## config.mk

```make
export PLATFORM = sky130hd
export DESIGN_NAME = bit_clock_recovery_ch
export DESIGN_NICKNAME = d
export VERILOG_FILES = /design/src/rtl/bit_clock_recovery_ch.sv
export SDC_FILE = /design/constraint.sdc
export NUM_CORES = 1
export LEC_CHECK = 0
export CAP_MARGIN = 20
export CELL_PAD_IN_SITES_DETAIL_PLACEMENT = 1
export CELL_PAD_IN_SITES_GLOBAL_PLACEMENT = 2
export CORE_MARGIN = 4
export CORE_UTILIZATION = 41
export CTS_CLUSTER_SIZE = 10
export DETAILED_ROUTE_END_ITERATION = 12
export DONT_BUFFER_PORTS = 1
export GPL_TIMING_DRIVEN = 0
export PLACE_DENSITY = 0.9
export SYNTH_ARGS = -nofsm -noshare
export SYNTH_HDL_FRONTEND = slang
export SYNTH_SLANG_ARGS = --single-unit
```

## constraint.sdc

```tcl
create_clock -name clk_200M -period 4.3 [get_ports clk_200M]
set_input_delay 0.86 -clock clk_200M [delete_from_list [all_inputs] [get_ports clk_200M]]
set_output_delay 0.86 -clock clk_200M [all_outputs]
set_load 0.01 [all_outputs]
```

## src/rtl/bit_clock_recovery_ch.sv

```systemverilog
// bit_clock_recovery_ch
//   Recovers a bit clock from an asynchronous serial input on the 200 MHz base
//   clock. The bit period is estimated as the shortest valid edge-to-edge
//   interval. The estimate relaxes upward slowly while edges stay at or above
//   it. A phase counter is realigned on every valid edge and drives the
//   mid-bit sample strobe and the recovered clock. A SEARCH/LOCKED state
//   machine reports lock. Loss of signal returns the block to its initial
//   period.
//
// Ports
//   clk_200M   in   base clock
//   rst_n      in   asynchronous active-low reset
//   signal     in   asynchronous serial input
//   clk_rec    out  recovered bit clock, rises at mid-bit
//   sample_stb out  one-cycle mid-bit strobe, coincident with clk_rec rise
//   rec_data   out  signal value captured at sample_stb
//   period     out  current bit-period estimate in base-clock cycles
//   locked     out  high while in LOCKED
module bit_clock_recovery_ch #(
  parameter int CNT_W       = 16,
  parameter int INIT_PERIOD = 801,
  parameter int MIN_PERIOD  = 4,
  parameter int RELAX_EDGES = 15,
  parameter int LOCK_EDGES  = 8,
  parameter int LOS_BITS    = 16
) (
  input  logic             clk_200M,
  input  logic             rst_n,
  input  logic             signal,
  output logic             clk_rec,
  output logic             sample_stb,
  output logic             rec_data,
  output logic [CNT_W-1:0] period,
  output logic             locked
);

  localparam logic [CNT_W-1:0] CNT_MAX = '1;
  localparam logic [CNT_W-1:0] INIT_P  = CNT_W'(INIT_PERIOD);
  localparam logic [CNT_W-1:0] MIN_P   = CNT_W'(MIN_PERIOD);
  localparam logic [CNT_W-1:0] RELAX_N = CNT_W'(RELAX_EDGES);
  localparam logic [CNT_W-1:0] LOCK_N  = CNT_W'(LOCK_EDGES);
  localparam logic [CNT_W-1:0] LOS_N   = CNT_W'(LOS_BITS);

  typedef enum logic {SEARCH = 1'b0, LOCKED = 1'b1} state_t;

  function automatic logic [CNT_W-1:0] sat_inc(input logic [CNT_W-1:0] v);
    return (v == CNT_MAX) ? v : v + 1'b1;
  endfunction

  logic             sig_p0, sig_s, sig_d;
  logic [CNT_W-1:0] intv, ph, stable_cnt, bit_cnt;
  state_t           state, state_nxt;
  logic             locked_nxt;

  logic             sig_edge, vld_edge, shorter, relax, rate_jump, los;
  logic             ph_wrap, ph_half;
  logic [CNT_W-1:0] stable_inc;

  // Stage p0 -> sig_s -> sig_d: two-flop synchroniser plus edge delay
  always_ff @(posedge clk_200M or negedge rst_n) begin
    if (!rst_n) begin
      sig_p0 <= 1'b0;
      sig_s  <= 1'b0;
      sig_d  <= 1'b0;
    end else begin
      sig_p0 <= signal;
      sig_s  <= sig_p0;
      sig_d  <= sig_s;
    end
  end

  // Edges closer than MIN_PERIOD to the last valid edge are glitches and are
  // invisible to every counter; intv is not cleared by them either.
  assign sig_edge   = sig_s ^ sig_d;
  assign vld_edge   = sig_edge && (intv >= MIN_P);
  assign shorter    = intv < period;
  assign stable_inc = stable_cnt + 1'b1;
  assign relax      = vld_edge && !shorter && (stable_inc == RELAX_N);
  assign rate_jump  = vld_edge && (intv < (period - (period >> 2)));
  assign los        = (bit_cnt == LOS_N);
  // >= also catches a phase left beyond a freshly shortened period
  assign ph_wrap    = (ph >= period - 1'b1);
  assign ph_half    = (ph == (period >> 1));

  // intv restarts at 1 so that it holds the exact cycle distance at the
  // next edge (edges N cycles apart read intv == N).
  always_ff @(posedge clk_200M or negedge rst_n) begin
    if (!rst_n) begin
      intv <= '0;
    end else if (vld_edge) begin
      intv <= CNT_W'(1);
    end else begin
      intv <= sat_inc(intv);
    end
  end

  always_ff @(posedge clk_200M or negedge rst_n) begin
    if (!rst_n) begin
      period     <= INIT_P;
      stable_cnt <= '0;
    end else if (los) begin
      period     <= INIT_P;
      stable_cnt <= '0;
    end else if (vld_edge) begin
      if (shorter) begin
        period     <= intv;
        stable_cnt <= '0;
      end else if (relax) begin
        period     <= sat_inc(period);
        stable_cnt <= '0;
      end else begin
        stable_cnt <= stable_inc;
      end
    end
  end

  // Phase counter, wrap counter and mid-bit outputs; a valid edge beats a wrap
  always_ff @(posedge clk_200M or negedge rst_n) begin
    if (!rst_n) begin
      ph         <= '0;
      bit_cnt    <= '0;
      sample_stb <= 1'b0;
      rec_data   <= 1'b0;
      clk_rec    <= 1'b0;
    end else begin
      if (vld_edge || ph_wrap) begin
        ph <= '0;
      end else begin
        ph <= ph + 1'b1;
      end

      if (los || vld_edge) begin
        bit_cnt <= '0;
      end else if (ph_wrap) begin
        bit_cnt <= sat_inc(bit_cnt);
      end

      sample_stb <= ph_half;
      if (ph_half) begin
        rec_data <= sig_s;
        clk_rec  <= 1'b1;
      end else if (vld_edge || ph_wrap) begin
        clk_rec  <= 1'b0;
      end
    end
  end

  always_ff @(posedge clk_200M or negedge rst_n) begin
    if (!rst_n) begin
      state  <= SEARCH;
      locked <= 1'b0;
    end else begin
      state  <= state_nxt;
      locked <= locked_nxt;
    end
  end

  always_comb begin
    state_nxt = state;
    case (state)
      SEARCH: if (!los && !(vld_edge && shorter) && (stable_cnt >= LOCK_N))
                state_nxt = LOCKED;
      LOCKED: if (los || rate_jump)
                state_nxt = SEARCH;
      default: state_nxt = SEARCH;
    endcase
  end

  // locked is registered from the next state so it tracks state exactly
  always_comb begin
    locked_nxt = (state_nxt == LOCKED);
  end

endmodule

```

==> impl_results.md <==
* Outcome: completed
* P_sw at around 2.0 mW
* Asr flop ratio synth at 100%
* LEAKAGE at approximately 3.4 nW
* Synth Flop Type: dfrtp_1
* Compound-Gate Fraction of Synth Area at a little under a fifth
* Hold buffers post-CTS at 0
* Initial antenna violation count at 1
* Slew margin rel. at ~41%
* Maxcap violations at 0
* Setup CP Type: reg2reg
* Pwr Density at 563 mW/mm²
* Synth Area in Adders at roughly 13%
* Met1 GRT Util at between 20% and 30%
* Number of remaining DRC errors at 0
* # port buffers at 0
* Die width at between 100 and 150 µm
* Final wirelength at around 22 mm
* Pwr Total at 4.34 mW
* Sequential fraction of the synthesis area at 31.1%
* CP Capture Type: register
* Worst Path Required at between 4 and 5 ns
* Combinational share of power at between 50% and 60%
* Clk_lat worst skew at between 0.3 and 0.4 ns
* # setup viols final at 0
* Core Region at about 0.017 mm²
* Worst Hold Class: in2async
* Internal power at around 2.3 mW
* Worst-margin pin slew at slightly below 0.9 ns
* Met3 usage at under 10%
* Switching Fraction at ~47%
* CTS tree: done
* CTS clk-pin slew, worst paths at roughly 0.07 ns
* Ys Warns at 0
* Gr busiest metal: met2
* Vias in the first global route at between 6k and 7k
* Crit start category: register
* Max clock buf depth at 2
* Final ANT Viol Nets at 0
* Post-synth EDFFs at 0
* Largest stage delay, worst path at about 0.46 ns
* Drt first pass iters at 5
* Sink Count at 87
* Synth Register Bits at 87
* Min cycle time layout at 4.13 ns
* Die area at approximately 0.019 mm²
* Buf+Inv Stages, Crit Path at 3
* Post-DP HPWL at about 16 mm
* Final #Nets at around 900
* Pre-CTS WS at -0.631 ns
* Grt total ovfl at 0
* Placed cell count at roughly 1k
* Starting Density at a little over two fifths
* CTS buffer count at 9
* CP arrival at roughly 4.4 ns
* # H-tree levels at 3
* Area delta synth->final at 9.94%
* # diodes at 0
* XOR/XNOR Fraction of Synth Area at between 8 and 9%
* Crit-path cells: clkbuf_4 > nor4_4 > nand3_1 > nor3_1 > nand2_1 > nor3_1 > xnor2_1 > ha_1 > or2_2 > a21oi_1 > a21oi_1 > a21o_1 > o21ai_4 > clkbuf_2 > clkbuf_4 > o21ai_0 > a21oi_1
* Syn nets at between 800 and 900
* Final Util at 46.3%
* Post-Syn Area at 0.00701 mm²
* Setup slack after layout at between 0.15 and 0.2 ns
* Max Clock Skew at between 0.01 and 0.015 ns
* Routed len/inst at between 20 and 25 µm
* Syn Inst Count at between 800 and 900
* Vias per inst at approximately 6
* Synth Area in Simple Gates at 22.6%
* DRT iter0 DRCs at about 330
* GPL Wtd Cong at a little under 0.9
* Largest net degree at the start of global routing at between 80 and 90
* CTS Root Buffer Type: clkbuf_16
* Most common cell on crit path: a21oi_1
* Via count at between 6k and 7k
* Cell row count at 47
* GRT Resource Usage Total at around 23%
* Layout cells sized above 1 at a little over a tenth
* Cell variety after synth at 67
* First-pass GRT wire length at roughly 36 mm
* Seq pwr share at between 20% and 30%
* Crit-path max FO at 10
* # IOs at 23
* Clock share of power at 17.5%
* Fin crit share at between 90% and 100%
* Max VDD drop at roughly 0.00024 V
* Slowest-stage cell, CP: dfrtp_1
* Final hold viol count at 0
* GR met2 Demand/Resource at approximately two fifths
* Main combinational cell family by area after synthesis: simple AND/OR/NAND/NOR gates
* Fmax at about 0.24 GHz
* Finished Layout Cells at about 1.0k
* Mux cell area share after synthesis at between 1 and 1.5%
* Critical path's top delay family: simple AND/OR/NAND/NOR gates
* Final Max Slew Viols at 0
* Syn Area/Cell at a little under 9 µm²
* Die Height at 139 µm
-- worst register-to-register path, stage by stage, from the launching register on --
cell      delay [ns]
dfrtp_1         0.46
clkbuf_4        0.23
nor4_4          0.33
nand3_1         0.14
nor3_1          0.23
nand2_1         0.18
nor3_1          0.24
xnor2_1         0.18
ha_1            0.27
or2_2           0.28
a21oi_1         0.15
a21oi_1         0.07
a21o_1          0.26
o21ai_4         0.22
clkbuf_2        0.26
clkbuf_4        0.26
o21ai_0         0.12
a21oi_1         0.16
-- through the flow --
stage / TNS [ns] / hold slack, ns / instance area [µm²]
6_report: 0 / 0.196 / 7710
3_5_place_dp: -6.97 / 0.343 / 7290
5_1_grt: -0.334 / 0.180 / 7710
2_1_floorplan: 0 / 0.331 / 7010
3_3_place_gp: -4.28 / 0.363 / 7290
4_1_cts: 0 / 0.184 / 7590
-- cells in the mapped netlist (7+ instances only) --
cell / instances / area share, %
a21o_1: 11 / 1.2
nor4_1: 14 / 1.2
o21ai_0: 35 / 2.5
a31oi_1: 17 / 1.5
nand2_1: 48 / 2.6
dfrtp_1: 83 / 30
o31ai_1: 12 / 1.3
clkbuf_1: 24 / 1.3
o31ai_2: 7 / 1.2
xnor2_1: 35 / 4.4
nand3_1: 36 / 2.6
o211ai_2: 7 / 1.2
buf_2: 11 / 0.79
nand2b_1: 10 / 0.89
nor2_1: 71 / 3.8
nand4_1: 20 / 1.8
a21oi_1: 58 / 4.1
mux2i_1: 8 / 1.1
inv_1: 37 / 2.0
or3_1: 12 / 1.1
nor3_1: 26 / 1.9
xor2_1: 35 / 4.4
nor2b_1: 7 / 0.62
and3_1: 16 / 1.4
or4_1: 11 / 1.2
ha_1: 70 / 12
-- registers in the layout, summed over array words and instances (netlist names) --
signal	flops
intv	16
ph	16
sig_s	1
period	16
clk_rec	1
state	1
sig_d	1
stable_cnt	16
sig_p0	1
rec_data	1
bit_cnt	16
sample_stb	1
-- kinds of logic after synthesis --
kind of cell             Yosys count
flip-flops                        87
buffers and inverters             76
adder cells (fa/ha/maj)           71
AO/OA/AOI/OAI                    191
AND/OR/NAND/NOR                  297
XOR/XNOR                          70
multiplexers                      10
-- per-layer routing --
| layer | up-vias | wire (µm) |
|---|---|---|
| li1 | 2962 | - |
| met1 | 3263 | 9680 |
| met2 | 101 | 11100 |
| met3 | 29 | 668 |
| met4 | 2 | 394 |
| met5 | - | 19 |
-- layout make-up --
type	count	area, µm²
plain buffers	38	189
multi-input cells	639	4580
fillers	1948	8930
clock buffers	10	229
flip-flops and latches	87	2190
inverters	38	148
clock inverters	6	45.0
repair buffers	8	57.6
well taps	220	275
-- cells in the final DEF (no fill, tap or decap), drive strengths merged, types with 8 or more instances in the layout --
cell type,Yosys,final
clkbuf,24,35
a21o,11,11
nand4,21,21
a21oi,58,58
nor2,72,72
nand2,48,48
or3,12,12
and3,16,16
o21ai,39,39
a31oi,17,17
o31ai,19,19
xnor2,35,35
nor4,17,17
mux2i,8,8
nand3,39,39
dfrtp,83,83
inv,37,38
ha,70,70
buf,14,21
or4,11,11
xor2,35,35
nor3,27,27
nand2b,10,10
o211ai,12,12
-- path summary, 6_finish.rpt --
check	to	cells past startpoint	slack [ns]	startpoint
worst max-delay path	bit_cnt[3]	17	0.17	period[4]
worst min-delay path	ph[1]	0	0.20	rst_n
worst max register to register	bit_cnt[3]	17	0.17	period[4]
worst min register to register	sig_s	0	0.36	sig_p0
max in group asynchronous	period[5]	0	3.88	rst_n
min in group clk_200M	sig_s	0	0.36	sig_p0
-- power by group through the flow --
stage          sequential (mW)  combinational [mW]  clock (mW)
3_5_place_dp              1.19                2.22           0
2_1_floorplan             1.10                1.66           0
3_3_place_gp              1.19                2.08           0
5_1_grt                   1.21                2.66       0.804
4_1_cts                   1.18                2.28       0.770
6_report                  1.18                2.39       0.759
-- what timing repair did --
| action | 4_1_cts | 5_1_grt |
|---|---|---|
| endpoints found under the setup margin | 24 | 24 |
| pin swaps | 0 | 6 |
| endpoints found under the hold margin | 0 | 0 |
| resized for setup | 10 | 22 |
| setup buffers | 0 | 7 |
Power figures use the tool's default switching activity.
